<file path="src/rtl/jk_pkg.sv">
// JK command encodings and the excitation helper shared by the counter and its cells.
package jk_pkg;

    // {J,K} command applied to one JK storage cell
    typedef enum logic [1:0] {
        JK_HOLD   = 2'b00,
        JK_RESET  = 2'b01,
        JK_SET    = 2'b10,
        JK_TOGGLE = 2'b11
    } jk_cmd_e;

    // Command that takes a cell from its current bit to the next bit while counting.
    // A changing bit toggles and a stable bit holds.
    function automatic jk_cmd_e jk_excite(input logic cur, input logic nxt);
        if (cur == nxt) begin
            return JK_HOLD;
        end
        return JK_TOGGLE;
    endfunction

    // Command that forces a cell to a fixed value regardless of its current state
    function automatic jk_cmd_e jk_force(input logic val);
        return val ? JK_SET : JK_RESET;
    endfunction

endpackage

</file>
<file path="src/rtl/jk_ff.sv">
// Single edge-triggered JK storage cell with synchronous active-high reset to 0.
module jk_ff (
    input  logic clk,
    input  logic rst,
    input  logic j,
    input  logic k,
    output logic q,
    output logic nq
);

    // JK state update: hold / reset / set / toggle
    always_ff @(posedge clk) begin
        if (rst) begin
            q <= 1'b0;
        end else begin
            case ({j, k})
                2'b00:   q <= q;
                2'b01:   q <= 1'b0;
                2'b10:   q <= 1'b1;
                default: q <= ~q;
            endcase
        end
    end

    assign nq = ~q;

endmodule

</file>
<file path="src/rtl/jk_mod_counter.sv">
// Modulo-MOD up/down counter built from WIDTH JK cells. This block only computes the
// per-bit J/K commands; the cells hold the state. Priority per edge: rst > load > en > hold.
// Optional macro JK_MOD_COUNTER_SAT_EN: saturate at 0 / MOD-1 instead of wrapping
// (wrap tied low, tc unchanged).
module jk_mod_counter
    import jk_pkg::*;
#(
    parameter int WIDTH = 4,
    parameter int MOD   = 10
) (
    input  logic             clk,
    input  logic             rst,
    input  logic             en,
    input  logic             up,
    input  logic             load,
    input  logic [WIDTH-1:0] din,
    output logic [WIDTH-1:0] q,
    output logic             tc,
    output logic             wrap
);

    if (MOD < 2 || MOD > (1 << WIDTH)) begin : g_bad_mod
        $error("jk_mod_counter: MOD out of range 2..2**WIDTH");
    end

    localparam logic [WIDTH-1:0] MAX_Q = WIDTH'(MOD - 1);

    logic [WIDTH-1:0]      nq;
    logic [WIDTH-1:0]      q_next;
    logic [WIDTH-1:0]      din_clamp;
    logic [WIDTH-1:0][1:0] cmd;
    logic                  at_max;
    logic                  at_zero;
    logic                  wrap_next;

    // The inverted cell outputs give the zero detect directly
    assign at_zero = &nq;
    assign at_max  = (q == MAX_Q);

    // Terminal count is combinational so a following digit can enable in the same cycle
    assign tc = en & (up ? at_max : at_zero);

    // Load values at or above MOD clamp to the top of the count range
    assign din_clamp = (int'(din) >= MOD) ? MAX_Q : din;

    // Next count value and wrap flag for an enabled step
    always_comb begin
        q_next    = q;
        wrap_next = 1'b0;
        if (int'(q) >= MOD) begin
            q_next = '0;
        end else if (up) begin
            if (at_max) begin
`ifdef JK_MOD_COUNTER_SAT_EN
                q_next = q;
`else
                q_next    = '0;
                wrap_next = 1'b1;
`endif
            end else begin
                q_next = q + WIDTH'(1);
            end
        end else begin
            if (at_zero) begin
`ifdef JK_MOD_COUNTER_SAT_EN
                q_next = q;
`else
                q_next    = MAX_Q;
                wrap_next = 1'b1;
`endif
            end else begin
                q_next = q - WIDTH'(1);
            end
        end
    end

    // Per-bit J/K excitation following the rst > load > en > hold priority
    always_comb begin
        for (int i = 0; i < WIDTH; i++) begin
            cmd[i] = JK_HOLD;
        end
        if (rst) begin
            for (int i = 0; i < WIDTH; i++) begin
                cmd[i] = JK_RESET;
            end
        end else if (load) begin
            for (int i = 0; i < WIDTH; i++) begin
                cmd[i] = jk_force(din_clamp[i]);
            end
        end else if (en) begin
            for (int i = 0; i < WIDTH; i++) begin
                cmd[i] = jk_excite(q[i], q_next[i]);
            end
        end
    end

    for (genvar g = 0; g < WIDTH; g++) begin : g_cell
        jk_ff u_cell (
            .clk (clk),
            .rst (rst),
            .j   (cmd[g][1]),
            .k   (cmd[g][0]),
            .q   (q[g]),
            .nq  (nq[g])
        );
    end

    // One-cycle wrap pulse aligned with the cycle q shows the wrapped value
    always_ff @(posedge clk) begin
        if (rst) begin
            wrap <= 1'b0;
        end else begin
            wrap <= ~load & en & wrap_next;
        end
    end

endmodule

</file>
<file path="config.mk">
export PLATFORM = sky130hd
export DESIGN_NAME = jk_mod_counter
export DESIGN_NICKNAME = d
export VERILOG_FILES = /design/src/rtl/jk_pkg.sv /design/src/rtl/jk_ff.sv /design/src/rtl/jk_mod_counter.sv
export SDC_FILE = /design/constraint.sdc
export NUM_CORES = 1
export LEC_CHECK = 0
export ABC_AREA = 1
export CAP_MARGIN = 20
export CORE_AREA = 2 2 39 41
export CTS_CLUSTER_SIZE = 16
export DETAILED_ROUTE_END_ITERATION = 10
export DIE_AREA = 0 0 41 43
export PLACE_DENSITY = 0.67
export SYNTH_ARGS = -nofsm -noshare
export SYNTH_HDL_FRONTEND = slang
export SYNTH_SLANG_ARGS = --single-unit
</file>
<file path="constraint.sdc">
create_clock -name clk -period 2 [get_ports clk]
set_clock_uncertainty 0.2 [all_clocks]
set_input_delay 0.2 -clock clk [delete_from_list [all_inputs] [get_ports clk]]
set_output_delay 0.2 -clock clk [all_outputs]
set_load 0.005 [all_outputs]
</file>
==> out/qor.csv <==
stage;metric;value;unit
status;run_status;completed;
cells_and_area;drive_above_1_share;24.8;%
place;dpl_worst_slack;0.0582;ns
route;first_pass_iters;4;
pwr;powerDensity;541;nW/um^2
clock_network;cts_buffer_depth;2;
worst_setup_path;cp-end-kind;primary output;
route;first_iter_violations;7;
cells_and_area;nNetsFinal;115;
min_path;min-delay-path-class;input port to flip-flop;
yosys;synth_top_area_cell;nand2_1;
sta;finalSetupViolations;0;
place;place_congestion;0.857;
clock_network;clk_latency;0.24;ns
worst_setup_path;path_delay_family;buffers and inverters;
place;io_buffers;14;
worst_setup_path;crit_chain;buf_4 -> clkdlybuf4s50_1;
sta;relSlewSlack;76.9;%
pwr;power_frac_comb;37.1;%
pwr;pwr-share-clk;31.3;%
sta;worst_pin_slew;0.345;ns
route;post_drt_wl_per_cell;10.2;um
yosys;ys_top_cells_by_area;nand2_1 (25%), dfxtp_1 (20%), nand3_1 (5.9%);
clock_network;cts.clk_slew.worst_paths;0.04;ns
sta;setup_tns;0;ns
grt;grt-ovfl-total;0;
clock_network;cts_buffers;3;
cells_and_area;syn_to_final_growth;38.2;%
cells_and_area;final_area;702;sq um
yosys;ys_seq_area_share;19.7;%
yosys;synth_cell_types;22;
pwr;sw_frac_of_total;33.7;%
worst_setup_path;cp_slowest_cell;clkdlybuf4s50_1;
worst_setup_path;slowest_delay;0.50;ns
route;vias;572;
yosys;synth_area_per_cell;5.77;sq um
yosys;ys_ff_latch;5;
pwr;p_leak;0.352;nW
yosys;synth_area;508;sq um
worst_setup_path;cp_num_buf_inv;2;
clock_network;htreeDepth;1;
floorplanning;fp-row-count;14;
cells_and_area;instances_no_fill;121;
worst_setup_path;worstSetupPathType;flip-flop to primary output;
sta;layout_min_cycle_time;1.76;ns
pwr;internal_power;0.252;mW
yosys;syn_nets;97;
grt;grt_max_degree;10;
worst_setup_path;rr_worst_depth;10;
grt;grt_pass1_wl;2060;um
min_path;hold_depth;3;
clock_network;root_buffer;clkbuf_4;
floorplanning;core;1380;sq um
yosys;synth_top_area_share;25.1;%
sta;whs;0.434;ns
worst_setup_path;critPathMaxFanout;5;
sta;hold_viol;0;
pwr;worst_ir_drop_vdd;0.288;mV
sta;rsz0062_at_grt;false;
clock_network;cts_tree;done;
place;dp_cells;116;
place;dpl_cell_area;652;sq um
grt;antenna_found_initial;0;
grt;grtUsageTotal;17.0;%
route;drc_errors;0;
sta;finalCritPeriodShare;88.2;%
yosys;synth_warnings;0;
clock_network;ctsHoldBuffers;0;
yosys;netlist_instances;88;
floorplanning;die_area;1760;sq um
worst_setup_path;crit_cells;2;
worst_setup_path;startpoint_type;flip-flop;
floorplanning;die_y;43;um
floorplanning;ioPinCount;15;
clock_network;clock_sinks;5;
pwr;p_seq_share;31.6;%
floorplanning;die_w;41;um
place;hpwl;969;um
sta;final.setup.worst_slack;0.235;ns
sta;max_freq;567;MHz
cells_and_area;num_antenna_cells;0;
sta;slew_violations;0;
route;ant_nets;0;
grt;grt_pass1_vias;528;
floorplanning;initial_utilization;36.7;%
run;drv_cap;0;
worst_setup_path;cp.required;1.60;ns
worst_setup_path;arrival;1.36;ns
route;wl;1230;um
route;via_per_inst;4.73;
pwr;p_sw;0.128;mW
==> synth_stat cells <==
| master | count |
|---|---|
| nand2_1 | 34 |
| nand3_1 | 6 |
| nor2_1 | 6 |
| dfxtp_1 | 5 |
| inv_1 | 5 |
| buf_4 | 4 |
| inv_2 | 4 |
| a21oi_1 | 3 |
| nand3_2 | 3 |
| a211oi_1 | 2 |
| nand2_2 | 2 |
| nor2_2 | 2 |
| nor3_1 | 2 |
| o21ai_1 | 2 |
| a21oi_2 | 1 |
| buf_2 | 1 |
| buf_6 | 1 |
| nand4_1 | 1 |
| nor4_1 | 1 |
| o21a_1 | 1 |
| o21ai_0 | 1 |
| o21ai_2 | 1 |
==> tightest hold or removal path, stage by stage <==
cell and delay (ns):
clkdlybuf4s50_1 0.46, nand3_1 0.13, nor2_1 0.04
==> kinds of logic after synthesis <==
logic type	Yosys count	share of synthesized area, %
AO/OA/AOI/OAI	11	13.8
buffers and inverters	15	15.8
flip-flops	5	19.7
AND/OR/NAND/NOR	57	50.7
==> layout make-up <==
class | count | area (sq um)
tap | 16 | 20.0
sequential | 5 | 103
clock buffer | 4 | 26.3
timing repair buffer | 19 | 180
inverter | 9 | 33.8
multi-input combinational | 68 | 339
fill | 152 | 682
==> power groups by stage <==
stage               clock [mW]  sequential, mW  combinational, mW
CTS                      0.123           0.120              0.139
detailed placement           0           0.119              0.135
global route             0.130           0.121              0.158
floorplan                    0           0.116             0.0908
finish                   0.119           0.120              0.141
global placement             0           0.119              0.135
==> through the flow <==
stage	util (%)	total power, mW
after floorplan	-	0.207
after global placement	47.1	0.254
after detailed placement	47.1	0.254
after CTS	49.9	0.382
after global routing	50.7	0.409
final	50.7	0.380
==> state kept, by name (all words and copies together) (netlist names) <==
signal,count
wrap,1
g_cell.u_cell.q,4
==> repair_timing <==
action,CTS,global route
buffers inserted,0,1
setup endpoints to repair,1,1
pin swaps,1,3
resized for setup,5,2
==> final timing paths <==
kind,start,to,slack [ns]
setup reg to reg,g_cell[1].u_cell.q,g_cell[1].u_cell.q,0.51
setup / recovery,g_cell[3].u_cell.q,q[3],0.24
hold / removal,en,wrap,0.43
hold reg to reg,g_cell[1].u_cell.q,g_cell[1].u_cell.q,0.46
==> routing by layer <==
metal | up-vias | GRT usage, % | part of all wire [%]
met5 | - | 0 | 0
met3 | 0 | 3.14 | 4.3
met1 | 238 | 23.2 | 51
li1 | 319 | - | -
met4 | 0 | 8.00 | 0
met2 | 15 | 24.7 | 45
==> cell usage in the layout, fill, tap and decap left out <==
master,instances
a211oi_1,2
a21oi_1,3
a21oi_2,1
buf_4,5
clkbuf_1,1
clkbuf_4,3
clkdlybuf4s50_1,13
dfxtp_1,3
dfxtp_2,2
dlymetal6s2s_1,1
inv_1,4
inv_2,5
nand2_1,33
nand2_2,3
nand3_1,6
nand3_2,3
nand4_1,1
nor2_1,6
nor2_2,1
nor2_4,1
nor3_1,2
nor4_1,1
o21a_1,1
o21ai_0,1
o21ai_1,1
o21ai_2,2
(Power assumes the default switching activity.)
